==> src/rtl/fetch_unit_if.sv <==
// rtl/fetch_unit_if.sv - pipeline and instruction-memory signals of the fetch stage
//
// Purpose: bundles the fetch stage's hazard/redirect inputs, its instruction
// memory request/response pair and the instruction presented to IF/ID.
// Modports:
//   master - the fetch unit (drives imem request and IF/ID outputs)
//   slave  - the environment (hazard detector, branch unit, instruction memory)
// Signals:
//   pc_write_en_in   1 = presented instruction consumed this cycle
//   redirect_in      taken branch/jump, overrides stall
//   redirect_pc_in   redirect target (bit 0 ignored)
//   imem_en_out      one-cycle request strobe
//   imem_addr_out    request address
//   imem_done_in     response valid (same or later cycle)
//   imem_data_in     instruction word, valid with imem_done_in
//   instr_out        instruction for IF/ID
//   pc_plus2_out     presented address + 2
//   valid_out        instr_out/pc_plus2_out hold a real instruction
//   halted_out       fetch stopped on HALT
interface fetch_unit_if;
  logic        pc_write_en_in;
  logic        redirect_in;
  logic [15:0] redirect_pc_in;
  logic        imem_en_out;
  logic [15:0] imem_addr_out;
  logic        imem_done_in;
  logic [15:0] imem_data_in;
  logic [15:0] instr_out;
  logic [15:0] pc_plus2_out;
  logic        valid_out;
  logic        halted_out;

  modport master (
    input  pc_write_en_in, redirect_in, redirect_pc_in, imem_done_in, imem_data_in,
    output imem_en_out, imem_addr_out, instr_out, pc_plus2_out, valid_out, halted_out
  );

  modport slave (
    output pc_write_en_in, redirect_in, redirect_pc_in, imem_done_in, imem_data_in,
    input  imem_en_out, imem_addr_out, instr_out, pc_plus2_out, valid_out, halted_out
  );
endinterface

==> src/rtl/fetch_unit.sv <==
// rtl/fetch_unit.sv - instruction fetch stage with variable-latency memory
//
// Purpose: owns the PC, issues single-beat requests to instruction memory,
// holds each returned instruction until the pipeline consumes it, follows
// stall/redirect from downstream and stops fetching after HALT.
// Ports:
//   clk   system clock
//   rst   synchronous active-high reset
//   bus   fetch_unit_if.master (see rtl/fetch_unit_if.sv)
//   perf_fetched_out[15:0], perf_stall_out[15:0]  only with FETCH_PERF_EN
// Optional feature macro: FETCH_PERF_EN adds saturating consumed-instruction
// and stall-cycle counters.
module fetch_unit #(
  parameter logic [15:0] RESET_PC   = 16'h0000,
  parameter logic [15:0] NOP_INSTR  = 16'h0800,
  parameter logic [15:0] HALT_INSTR = 16'h0000
) (
  input  logic         clk,
  input  logic         rst,
  fetch_unit_if.master bus
`ifdef FETCH_PERF_EN
  ,
  output logic [15:0]  perf_fetched_out,
  output logic [15:0]  perf_stall_out
`endif
);

  typedef enum logic [2:0] {
    REQ          = 3'd0,
    WAIT         = 3'd1,
    WAIT_DISCARD = 3'd2,
    HAVE         = 3'd3,
    HALTED       = 3'd4
  } state_t;

  state_t      r_state;
  state_t      w_next_state;
  logic [15:0] r_pc;
  logic [15:0] r_instr;
  logic [15:0] w_next_pc;
  logic [15:0] w_pc_inc;
  logic [15:0] w_redirect_pc;
  logic        w_capture;
  logic        w_en;
  logic [15:0] w_addr;
  logic        w_valid;

  assign w_pc_inc      = r_pc + 16'd2;
  assign w_redirect_pc = {bus.redirect_pc_in[15:1], 1'b0};

  always_ff @(posedge clk) begin
    if (rst) begin
      r_state <= REQ;
      r_pc    <= RESET_PC;
      r_instr <= NOP_INSTR;
    end else begin
      r_state <= w_next_state;
      r_pc    <= w_next_pc;
      if (w_capture) begin
        r_instr <= bus.imem_data_in;
      end
    end
  end

  always_comb begin
    w_next_state = r_state;
    w_next_pc    = r_pc;
    w_capture    = 1'b0;
    w_en         = 1'b0;
    w_addr       = r_pc;
    case (r_state)
      REQ: begin
        if (bus.redirect_in) begin
          w_next_pc = w_redirect_pc;
        end else begin
          w_en = 1'b1;
          if (bus.imem_done_in) begin
            w_capture    = 1'b1;
            w_next_state = HAVE;
          end else begin
            w_next_state = WAIT;
          end
        end
      end
      WAIT: begin
        if (bus.redirect_in) begin
          // The in-flight response belongs to the old path: drop it, or
          // remember to drop it when it eventually arrives.
          w_next_pc    = w_redirect_pc;
          w_next_state = bus.imem_done_in ? REQ : WAIT_DISCARD;
        end else if (bus.imem_done_in) begin
          w_capture    = 1'b1;
          w_next_state = HAVE;
        end
      end
      WAIT_DISCARD: begin
        if (bus.redirect_in) begin
          w_next_pc = w_redirect_pc;
        end
        if (bus.imem_done_in) begin
          w_next_state = REQ;
        end
      end
      HAVE: begin
        if (bus.redirect_in) begin
          w_next_pc    = w_redirect_pc;
          w_next_state = REQ;
        end else if (bus.pc_write_en_in) begin
          w_next_pc = w_pc_inc;
          if (r_instr == HALT_INSTR) begin
            w_next_state = HALTED;
          end else begin
            // Request the successor in the consume cycle so a zero-latency
            // memory sustains one instruction per cycle.
            w_en   = 1'b1;
            w_addr = w_pc_inc;
            if (bus.imem_done_in) begin
              w_capture = 1'b1;
            end else begin
              w_next_state = WAIT;
            end
          end
        end
      end
      HALTED: begin
        if (bus.redirect_in) begin
          w_next_pc    = w_redirect_pc;
          w_next_state = REQ;
        end
      end
      default: begin
        w_next_state = REQ;
      end
    endcase
  end

  // Outputs are forced to their idle values while rst is held, whatever
  // state the registers happen to contain.
  assign w_valid          = (r_state == HAVE) && !rst;
  assign bus.imem_en_out  = w_en && !rst;
  assign bus.imem_addr_out = w_addr;
  assign bus.valid_out    = w_valid;
  assign bus.instr_out    = w_valid ? r_instr : NOP_INSTR;
  assign bus.pc_plus2_out = w_pc_inc;
  assign bus.halted_out   = (r_state == HALTED) && !rst;

`ifdef FETCH_PERF_EN
  logic [15:0] r_perf_fetched;
  logic [15:0] r_perf_stall;

  always_ff @(posedge clk) begin
    if (rst) begin
      r_perf_fetched <= 16'h0000;
      r_perf_stall   <= 16'h0000;
    end else begin
      if (r_state == HAVE && bus.pc_write_en_in && !bus.redirect_in &&
          r_perf_fetched != 16'hFFFF) begin
        r_perf_fetched <= r_perf_fetched + 16'd1;
      end
      if (r_state == HAVE && !bus.pc_write_en_in && r_perf_stall != 16'hFFFF) begin
        r_perf_stall <= r_perf_stall + 16'd1;
      end
    end
  end

  assign perf_fetched_out = r_perf_fetched;
  assign perf_stall_out   = r_perf_stall;
`endif

endmodule

==> src/flat_wrapper.sv <==
// flat-port wrapper written by rule: the top's interface ports become plain ports
module fetch_unit_flat 
#(
  parameter logic [15:0] RESET_PC   = 16'h0000,
  parameter logic [15:0] NOP_INSTR  = 16'h0800,
  parameter logic [15:0] HALT_INSTR = 16'h0000
)
  (clk, rst, bus_pc_write_en_in, bus_redirect_in, bus_redirect_pc_in, bus_imem_done_in, bus_imem_data_in, bus_imem_en_out, bus_imem_addr_out, bus_instr_out, bus_pc_plus2_out, bus_valid_out, bus_halted_out);
  fetch_unit_if bus_i ();
  input  logic clk;
  input  logic rst;
  input wire logic [$bits(bus_i.pc_write_en_in)-1:0] bus_pc_write_en_in;
  input wire logic [$bits(bus_i.redirect_in)-1:0] bus_redirect_in;
  input wire logic [$bits(bus_i.redirect_pc_in)-1:0] bus_redirect_pc_in;
  input wire logic [$bits(bus_i.imem_done_in)-1:0] bus_imem_done_in;
  input wire logic [$bits(bus_i.imem_data_in)-1:0] bus_imem_data_in;
  output wire logic [$bits(bus_i.imem_en_out)-1:0] bus_imem_en_out;
  output wire logic [$bits(bus_i.imem_addr_out)-1:0] bus_imem_addr_out;
  output wire logic [$bits(bus_i.instr_out)-1:0] bus_instr_out;
  output wire logic [$bits(bus_i.pc_plus2_out)-1:0] bus_pc_plus2_out;
  output wire logic [$bits(bus_i.valid_out)-1:0] bus_valid_out;
  output wire logic [$bits(bus_i.halted_out)-1:0] bus_halted_out;
  assign bus_i.pc_write_en_in = bus_pc_write_en_in;
  assign bus_i.redirect_in = bus_redirect_in;
  assign bus_i.redirect_pc_in = bus_redirect_pc_in;
  assign bus_i.imem_done_in = bus_imem_done_in;
  assign bus_i.imem_data_in = bus_imem_data_in;
  assign bus_imem_en_out = bus_i.imem_en_out;
  assign bus_imem_addr_out = bus_i.imem_addr_out;
  assign bus_instr_out = bus_i.instr_out;
  assign bus_pc_plus2_out = bus_i.pc_plus2_out;
  assign bus_valid_out = bus_i.valid_out;
  assign bus_halted_out = bus_i.halted_out;
  fetch_unit #(.RESET_PC(RESET_PC), .NOP_INSTR(NOP_INSTR), .HALT_INSTR(HALT_INSTR)) u_core (.clk(clk), .rst(rst), .bus(bus_i));
endmodule
==> config.mk <==
export PLATFORM = sky130hd
export DESIGN_NAME = fetch_unit_flat
export DESIGN_NICKNAME = d
export VERILOG_FILES = /design/src/rtl/fetch_unit_if.sv /design/src/rtl/fetch_unit.sv /design/src/flat_wrapper.sv
export SDC_FILE = /design/constraint.sdc
export NUM_CORES = 1
export LEC_CHECK = 0
export ABC_CLOCK_PERIOD_IN_PS = 3680
export CAP_MARGIN = 15
export CORE_UTILIZATION = 40
export CTS_BUF_LIST = sky130_fd_sc_hd__clkbuf_8
export DETAILED_ROUTE_END_ITERATION = 12
export GPL_TIMING_DRIVEN = 0
export PLACE_DENSITY_LB_ADDON = 0.25
export SETUP_SLACK_MARGIN = 0.02
export SYNTH_ARGS = -nofsm -noshare
export SYNTH_HDL_FRONTEND = slang
export SYNTH_SLANG_ARGS = --single-unit
==> constraint.sdc <==
create_clock -name clk -period 3.68 [get_ports clk]
set_clock_uncertainty 0.15 [all_clocks]
set_input_delay 0.736 -clock clk [delete_from_list [all_inputs] [get_ports clk]]
set_output_delay 0.736 -clock clk [all_outputs]
set_load 0.02 [all_outputs]
==> flow_metrics.env, run 1 <==
export IMPL_syn2layout_area_growth_pct=45.5
export IMPL_cts_tree="done"
export IMPL_fp_dieH_um=78.4
export IMPL_met1_usage_pct=26.1
export IMPL_synth_area_mm2=0.00233
export IMPL_detail_route_first_pass_iterations=4
export IMPL_cap_violations=0
export IMPL_num_antenna_cells=0
export IMPL_worst_pin_slew_ns=0.849
export IMPL_status="finished, final reports clean"
export IMPL_gr_total_overflow=0
export IMPL_postRouteAntennaNets=0
export IMPL_yosysMostFrequentCell="nor2_1"
export IMPL_synth_yosys_seq_area_share_pct=29.2
export IMPL_min_period_ns=3.58
export IMPL_root_buffer="clkbuf_8"
export IMPL_die_area_mm2=0.00614
export IMPL_power_density_mw_per_mm2=366
export IMPL_fin_cells=469
export IMPL_arrival_ns=2.69
export IMPL_cts_buffers=5
export IMPL_relSlewSlack_pct=43.0
export IMPL_synth_top_area_cell="dfxtp_1"
export IMPL_start_kind="primary input"
export IMPL_gr_usage_met2_pct=36.5
export IMPL_synth_area_leaders="dfxtp_1 29%, nor2_1 7.9%, mux2i_1 7.3%, xnor2_1 5.6%, xor2_1 4.5%"
export IMPL_worst_r2r_cell_count=7
export IMPL_worst_ir_drop_vdd_uv=178
export IMPL_placed_cells=462
export IMPL_viasPerCell=5.24
export IMPL_drv_slew=0
export IMPL_ctsHoldBuffers=0
export IMPL_drc_errors=0
export IMPL_ys_types=46
export IMPL_path_class="in2out"
export IMPL_hpwl_um=4600
export IMPL_die_w_um=78.4
export IMPL_async_flop_share_pct=0
export IMPL_placed_cell_area_mm2=0.00326
export IMPL_grt_util_all_layers_pct=21.3
export IMPL_drtIter0Drc=136
export IMPL_grt_use_met3_pct=5.93
export IMPL_synthFlopType="dfxtp_1"
export IMPL_worstPathRequired_ns=2.79
export IMPL_fin_hold_ws_ns=0.373
export IMPL_hold_path_class="reg2reg"
export IMPL_synth_cells=306
export IMPL_rows=27
export IMPL_antenna_found_initial=0
export IMPL_nets=434
export IMPL_cts_setup_buffers=0
export IMPL_io_pins=88
export IMPL_grt_pass1_vias=2194
export IMPL_synth_edff_count=0
export IMPL_stdcell_area_mm2=0.00340
export IMPL_fin_crit_sh_pct=97.2
export IMPL_synth_commonest_cells="49 x nor2_1, 34 x dfxtp_1, 26 x nand2_1, 17 x mux2i_1"
export IMPL_ys_warn_count=0
export IMPL_hold_viol=0
export IMPL_nFillCells=531
export IMPL_clock_sinks=34
export IMPL_max_freq_mhz=280
export IMPL_total_leakage_power_nw=1.40
export IMPL_clk_pin_slew_ns=0.07
export IMPL_crit_fanout=10
export IMPL_rsz0062_at_grt="false"
export IMPL_num_vias=2456
export IMPL_cts_htree_levels=2
export IMPL_setup_viol=0
export IMPL_synth_top_area_share_pct=29.2
export IMPL_clk_latency_ns=0.29
export IMPL_port_buffers=83
export IMPL_start_util_pct=41.9
export IMPL_cts_max_path_buffers=2
export IMPL_route_final_wire_length_um=6510
export IMPL_ys_seq_elements=34
export IMPL_end_kind="primary output"
export IMPL_grt_max_degree=11
export IMPL_drive_gt1_share_pct=9.32
export IMPL_avgSynthCellArea_um2=7.63
export IMPL_coreArea_mm2=0.00557
export IMPL_gp_congestion=0.872
export IMPL_whs_path_depth=2
export IMPL_grt_pass1_wl_um=10300
export IMPL_fin_util_pct=60.9
export IMPL_wire_per_inst_um=13.9
export IMPL_tns_ns=0
export IMPL_grt_busiest_layer="met2"
-- worst paths after layout --
check,start,to,slack (ns)
worst max register to register,u_core.r_instr[7],u_core.r_instr[14],1.50
worst min register to register,u_core.r_instr[5],u_core.r_instr[5],0.37
worst min-delay path,u_core.r_instr[5],u_core.r_instr[5],0.37
worst max-delay path,rst,bus_halted_out,0.10
-- critical path, cell delays in order --
cell             delay (ns)
clkdlybuf4s50_1        0.61
clkbuf_1               0.42
buf_2                  0.31
nor2_1                 0.07
clkdlybuf4s50_1        0.54
-- what timing repair did --
action | 4_1_cts | 5_1_grt
setup endpoints to repair | 17 | 16
pin swaps | 0 | 0
gates resized for setup | 7 | 5
-- state kept, by name (all words and copies together) (netlist names) --
signal / count
u_core.r_pc: 15
u_core.r_state: 3
u_core.r_instr: 16
-- where the power goes --
group,switching (W),leakage [nW],internal (W),total (W)
clock,0.000143,0.0524,0.000148,0.000291
sequential,0.0000346,0.280,0.000410,0.000445
combinational,0.000262,1.07,0.000245,0.000508
total,0.000440,1.40,0.000804,0.00124
-- per-layer routing --
metal / vias up / wire length (um)
met1: 1104 / 2850
met5: - / 0
met4: 0 / 66
met2: 110 / 3040
met3: 9 / 545
li1: 1233 / -
-- layout by cell type (no fill, tap or decap), types with 3 or more instances in the layout --
master / Yosys / routed
xor2_1: 12 / 12
dfxtp_1: 34 / 34
nor4_1: 9 / 8
nand2b_1: 6 / 6
nand4_1: 4 / 4
inv_1: 4 / 5
clkbuf_8: 0 / 6
xnor2_1: 15 / 15
clkdlybuf4s50_1: 0 / 83
a31oi_1: 3 / 3
a21oi_1: 16 / 16
and3_1: 4 / 4
nor2_1: 49 / 48
buf_6: 3 / 3
nand2_1: 26 / 25
clkbuf_1: 9 / 7
nand3_1: 12 / 11
buf_2: 12 / 13
a21o_1: 4 / 4
and2_1: 16 / 16
nor3_1: 9 / 8
mux2i_1: 17 / 17
o21ai_0: 8 / 8
-- stage by stage --
step | total power (W) | worst slack [ns]
after floorplan | 0.000768 | 0.512
after global routing | 0.00131 | 0.0385
after global placement | 0.000944 | -0.226
after CTS | 0.00124 | 0.0362
after detailed placement | 0.000950 | -0.280
final | 0.00124 | 0.104
-- cells by family (layout without fill, tap and decap cells) --
family | count (synthesis) | count (layout) | share of synthesized area (%)
other | 1 | 2 | 0.161
DFF | 34 | 34 | 29.2
and+or+nand+nor | 144 | 144 | 30.8
AOI/OAI and AO/OA | 48 | 48 | 13.2
muxes | 19 | 19 | 8.26
adders and majority gates | 1 | 1 | 0.536
xor gates and xnor gates | 27 | 27 | 10.1
buffers and inverters | 32 | 122 | 7.77
-- area by class of cell --
| type | instances | area, um^2 | area share [%] |
|---|---|---|---|
| multi-input combinational | 241 | 1520 | 44.8 |
| timing repair buffer | 83 | 831 | 24.5 |
| sequential | 34 | 681 | 20.0 |
| buffer | 27 | 165 | 4.86 |
| tap | 72 | 90.1 | 2.65 |
| clock buffer | 6 | 82.6 | 2.43 |
| inverter | 4 | 15.0 | 0.442 |
| clock inverter | 2 | 8.76 | 0.258 |
(Power assumes the default switching activity.)
==> inputs of run 2 (changes only) <==
--- a/config.mk
+++ b/config.mk
@@ -7,7 +7,7 @@
 export LEC_CHECK = 0
 export ABC_CLOCK_PERIOD_IN_PS = 3680
 export CAP_MARGIN = 15
-export CORE_UTILIZATION = 40
+export CORE_UTILIZATION = 49
 export CTS_BUF_LIST = sky130_fd_sc_hd__clkbuf_8
 export DETAILED_ROUTE_END_ITERATION = 12
 export GPL_TIMING_DRIVEN = 0
==> run 2 against run 1 <==
  * The flow now finishes with violations (design-rule violations)
  * Via count grew 6.7%
  * Design area is 1.4% higher
  * Worst setup slack worse by 0.0065 ns
  * Largest cell class unchanged
  * Critical path depth unchanged
  * Routed wire length up 5.0%
  * Core utilization increased by 16 points
  * Maximum frequency decreased by 0.18%
  * Die area fell by 18%
  * Final cell count is 3.2% lower
  * Clock power grew 20%
  * Register-to-register slack got worse by 0.12 ns
==> flow_metrics.env, run 2 (synthesis gave the netlist of run 1 again) <==
export IMPL_crit_buf_inv=4
export IMPL_start_kind="primary input"
export IMPL_fp_dieH_um=71.0
export IMPL_start_util_pct=52.2
export IMPL_ctsHoldBuffers=0
export IMPL_dp_worst_setup_slack_ns=-0.171
export IMPL_nFillCells=348
export IMPL_coreArea_mm2=0.00447
export IMPL_total_leakage_power_nw=1.42
export IMPL_detail_route_first_pass_iterations=12
export IMPL_cp_cell_sequence="clkdlybuf4s50_1 > clkbuf_1 > clkbuf_2 > nor2_1 > clkdlybuf4s50_1"
export IMPL_worst_pin_slew_ns=0.869
export IMPL_io_pins=88
export IMPL_grt_pass1_vias=2404
export IMPL_crit_fanout=10
export IMPL_crit_family="buffers and inverters"
export IMPL_largest_reg_flops=16
export IMPL_seq_area_um2=681
export IMPL_cpMaxStageDelayCell="clkdlybuf4s50_1"
export IMPL_gp_congestion=0.908
export IMPL_hpwl_um=4830
export IMPL_num_antenna_cells=0
export IMPL_multi_input_area_mm2=0.00152
export IMPL_clk_latency_ns=0.29
export IMPL_num_vias=2620
export IMPL_relSlewSlack_pct=41.7
export IMPL_cts_buffers=5
export IMPL_rsz0062_at_grt="false"
export IMPL_port_buffers=83
export IMPL_root_buffer="clkbuf_8"
export IMPL_max_freq_mhz=279
export IMPL_viasPerCell=5.77
export IMPL_drv_slew=0
export IMPL_cap_violations=0
export IMPL_hold_path_class="reg2reg"
export IMPL_critPathMaxStageDelay_ns=0.57
export IMPL_stdcell_area_mm2=0.00344
export IMPL_fin_hold_ws_ns=0.374
export IMPL_clk_pin_slew_ns=0.08
export IMPL_syn2layout_area_growth_pct=47.6
export IMPL_violations="design-rule violations"
export IMPL_drive_gt1_share_pct=10.7
export IMPL_cts_tree="done"
export IMPL_route_final_wire_length_um=6830
export IMPL_gr_total_overflow=0
export IMPL_power_density_mw_per_mm2=381
export IMPL_rows=24
export IMPL_grt_max_degree=13
export IMPL_drtIter0Drc=349
export IMPL_arrival_ns=2.70
export IMPL_hold_viol=0
export IMPL_fin_crit_sh_pct=97.4
export IMPL_status="finished with violations"
export IMPL_wire_per_inst_um=15.0
export IMPL_setup_viol=0
export IMPL_tns_ns=0
export IMPL_final_common_cell="clkdlybuf4s50_1"
export IMPL_path_class="in2out"
export IMPL_largestRegisters="u_core.r_instr (16), u_core.r_pc (15), u_core.r_state (3)"
export IMPL_postRouteAntennaNets=0
export IMPL_drc_errors=3
export IMPL_placed_cell_area_mm2=0.00323
export IMPL_path_common_cell="clkdlybuf4s50_1"
export IMPL_die_w_um=71.0
export IMPL_min_period_ns=3.58
export IMPL_final_cell_mix="82 x clkdlybuf4s50_1, 48 x nor2_1, 34 x dfxtp_1"
export IMPL_nets=439
export IMPL_cts_htree_levels=2
export IMPL_grt_util_all_layers_pct=28.0
export IMPL_antenna_found_initial=0
export IMPL_end_kind="primary output"
export IMPL_worstPathRequired_ns=2.79
export IMPL_grt_pass1_wl_um=11200
export IMPL_fin_ws_ns=0.0975
export IMPL_regMostFlops="u_core.r_instr"
export IMPL_clock_sinks=34
export IMPL_worst_ir_drop_vdd_uv=320
export IMPL_cts_max_path_buffers=2
export IMPL_die_area_mm2=0.00504
==> run 2: final timing paths <==
check	slack (ns)	cells after the start	to	from
max	0.1	5	bus_halted_out	rst
min	0.37	2	u_core.r_instr[1]	u_core.r_instr[1]
max reg2reg	1.38	7	u_core.r_instr[3]	u_core.r_instr[14]
min reg2reg	0.37	2	u_core.r_instr[1]	u_core.r_instr[1]
==> run 2: report_power, final <==
group | switching, W | internal (W) | leakage, nW
clock | 0.000149 | 0.000202 | 0.0504
sequential | 0.0000349 | 0.000410 | 0.280
combinational | 0.000269 | 0.000248 | 1.09
==> run 2: area by class of cell <==
type,instances,area share [%]
clock inverter,3,1.31
tap,52,1.89
timing repair buffer,88,25.6
sequential,34,19.8
inverter,4,0.436
buffer,27,4.79
clock buffer,5,2.00
multi-input combinational,241,44.2
==> run 2: per-layer routing <==
| layer | up-vias | routed length, um | global-route usage, % |
|---|---|---|---|
| li1 | 1237 | - | - |
| met1 | 1202 | 2940 | 36.9 |
| met2 | 155 | 3150 | 45.5 |
| met3 | 26 | 593 | 6.27 |
| met4 | 0 | 144 | 9.11 |
| met5 | - | 0 | 0 |
==> run 2: through the flow <==
| step | instances | utilization (%) | total power [W] |
|---|---|---|---|
| floorplan | 307 | - | 0.000768 |
| global placement | 442 | 72.3 | 0.000942 |
| detailed placement | 442 | 72.3 | 0.000953 |
| CTS | 455 | 76.4 | 0.00131 |
| global route | 454 | 77.0 | 0.00138 |
| finish | 454 | 77.0 | 0.00131 |
==> run 2: timing repair <==
| action | CTS | global route |
|---|---|---|
| buffers inserted | 5 | 0 |
| pin swaps | 1 | 0 |
| gates resized for setup | 4 | 9 |
| setup endpoints to repair | 18 | 22 |
==> run 2: tightest hold or removal path, delay by kind of cell, from the launching register on <==
kind	cells	cell delay, ns
muxes	1	0.07
DFF	1	0.35
and+or+nand+nor	1	0.07
==> inputs of run 3 (changes only) <==
--- a/config.mk
+++ b/config.mk
@@ -5,9 +5,9 @@
 export SDC_FILE = /design/constraint.sdc
 export NUM_CORES = 1
 export LEC_CHECK = 0
-export ABC_CLOCK_PERIOD_IN_PS = 3680
+export ABC_CLOCK_PERIOD_IN_PS = 3400
 export CAP_MARGIN = 15
-export CORE_UTILIZATION = 49
+export CORE_UTILIZATION = 46
 export CTS_BUF_LIST = sky130_fd_sc_hd__clkbuf_8
 export DETAILED_ROUTE_END_ITERATION = 12
 export GPL_TIMING_DRIVEN = 0
==> constraint.sdc (replaced) <==
create_clock -name clk -period 3.4 [get_ports clk]
set_clock_uncertainty 0.15 [all_clocks]
set_input_delay 0.34 -clock clk [delete_from_list [all_inputs] [get_ports clk]]
set_output_delay 0.34 -clock clk [all_outputs]
set_load 0.02 [all_outputs]
==> run 3 against run 2 <==
  * The flow now finishes without violations
  * Clock-buffer cell count up 1
  * Global-route usage decreased by 2.0 points
  * Non-clock buffer count down 4
  * Register-to-register slack got worse by 0.17 ns
  * Critical endpoint is now bus_imem_addr_out[15]
  * Largest power group unchanged
==> flow_metrics.env, run 3 (synthesis gave the netlist of run 1 again) <==
export IMPL_dp_worst_setup_slack_ns=0.274
export IMPL_start_util_pct=48.4
export IMPL_syn2layout_area_growth_pct=46.2
export IMPL_worst_pin_slew_ns=0.824
export IMPL_clock_sinks=34
export IMPL_tns_ns=0
export IMPL_status="finished, final reports clean"
export IMPL_min_period_ns=3.18
export IMPL_detail_route_first_pass_iterations=4
export IMPL_postRouteAntennaNets=0
export IMPL_path_class="reg2out"
export IMPL_worst_ir_drop_vdd_uv=305
export IMPL_viasPerCell=5.45
export IMPL_setup_viol=0
export IMPL_stdcell_area_mm2=0.00341
export IMPL_drc_errors=0
export IMPL_root_buffer="clkbuf_8"
export IMPL_cts_tree="done"
export IMPL_rows=25
export IMPL_end_kind="primary output"
export IMPL_grt_pass1_wl_um=10700
export IMPL_regMostFlops="u_core.r_instr"
export IMPL_drive_gt1_share_pct=8.29
export IMPL_hpwl_um=5020
export IMPL_fin_crit_sh_pct=93.6
export IMPL_crit_fanout=7
export IMPL_drv_slew=0
export IMPL_wire_per_inst_um=14.6
export IMPL_die_area_mm2=0.00536
export IMPL_clk_pin_slew_ns=0.08
export IMPL_fin_util_pct=70.8
export IMPL_rsz0062_at_grt="false"
export IMPL_num_vias=2535
export IMPL_io_pins=88
export IMPL_cts_max_path_buffers=2
export IMPL_drtIter0Drc=222
export IMPL_antenna_found_initial=0
export IMPL_placed_cell_area_mm2=0.00325
export IMPL_hold_viol=0
export IMPL_fin_cells=465
export IMPL_cap_violations=0
export IMPL_arrival_ns=2.69
export IMPL_max_freq_mhz=314
export IMPL_nets=435
export IMPL_fin_ws_ns=0.216
export IMPL_grt_util_all_layers_pct=26.0
export IMPL_die_w_um=73.2
export IMPL_coreArea_mm2=0.00482
export IMPL_port_buffers=83
export IMPL_cts_buffers=5
export IMPL_fp_dieH_um=73.2
export IMPL_start_kind="flop"
export IMPL_gr_total_overflow=0
export IMPL_relSlewSlack_pct=44.7
export IMPL_total_leakage_power_nw=1.40
export IMPL_hold_path_class="in2reg"
export IMPL_cts_setup_buffers=0
export IMPL_grt_pass1_vias=2282
export IMPL_clk_latency_ns=0.28
export IMPL_grt_max_degree=12
export IMPL_gp_congestion=0.929
export IMPL_num_antenna_cells=0
export IMPL_worstPathRequired_ns=2.91
export IMPL_largestRegisters="u_core.r_instr (16), u_core.r_pc (15), u_core.r_state (3)"
export IMPL_cts_htree_levels=2
export IMPL_power_density_mw_per_mm2=441
export IMPL_final_common_cell="clkdlybuf4s50_1"
export IMPL_final_cell_mix="83 x clkdlybuf4s50_1, 49 x nor2_1, 34 x dfxtp_1"
export IMPL_route_final_wire_length_um=6800
export IMPL_largest_reg_flops=16
export IMPL_placed_cells=457
run 3: cell count changes in the layout (fill, tap and decap cells not counted), sizes merged:
cell,delta
dlymetal6s2s,-1
clkinvlp,-2
bufinv,+1
clkdlybuf4s50,+1
buf,-4
clkbuf,+1
run 3: where the power goes:
part           switching [W]  internal (W)  leakage (nW)
Clock               0.000158      0.000313        0.0714
Sequential         0.0000389      0.000444         0.280
Combinational       0.000284      0.000264          1.05
Total               0.000481       0.00102          1.40
run 3: layout make-up:
cell class / instances / area [um^2]
Buffer: 28 / 166
Fill cell: 422 / 1410
Timing Repair Buffer: 83 / 831
Clock inverter: 2 / 60.1
Multi-Input combinational cell: 241 / 1490
Sequential cell: 34 / 681
Inverter: 4 / 15.0
Tap cell: 67 / 83.8
Clock buffer: 6 / 82.6
run 3: worst max-delay path: stages (launching register included):
cell and delay, ns:
dfxtp_1 0.44, ha_1 0.18, clkbuf_1 0.29, nand2_1 0.14, nor4_2 0.47, nand2_1 0.12, xnor2_1 0.16, clkdlybuf4s50_1 0.62
run 3: path summary, 6_finish.rpt:
path / slack, ns / cells past startpoint / from / end
worst max register to register: 1.21 / 6 / u_core.r_state[1] / u_core.r_pc[10]
worst min-delay path: 0.30 / 4 / bus_redirect_in / u_core.r_state[0]
worst min register to register: 0.38 / 2 / u_core.r_instr[15] / u_core.r_instr[15]
worst max-delay path: 0.22 / 7 / u_core.r_pc[1] / bus_imem_addr_out[15]
run 3: what timing repair did:
item,4_1_cts,5_1_grt
endpoints found under the setup margin,0,12
resized for setup,0,3
endpoints found under the hold margin,0,0
hold buffers,0,0
run 3: metal layers:
metal  GRT usage, %  up-vias  wire length (um)  part of all wire (%)
li1               -     1233                 -                     -
met1           35.2     1178              2870                    42
met2           40.8      114              3220                    47
met3           6.08       10               605                   8.9
met4           8.06        0               102                   1.5
met5              0        -                 0                     0
run 3: through the flow:
stage | power [W] | hold WS [ns]
final | 0.00150 | 0.297
after global routing | 0.00157 | 0.326
after CTS | 0.00150 | 0.291
after detailed placement | 0.00103 | 0.361
after global placement | 0.00102 | 0.345
after floorplan | 0.000831 | 0.328
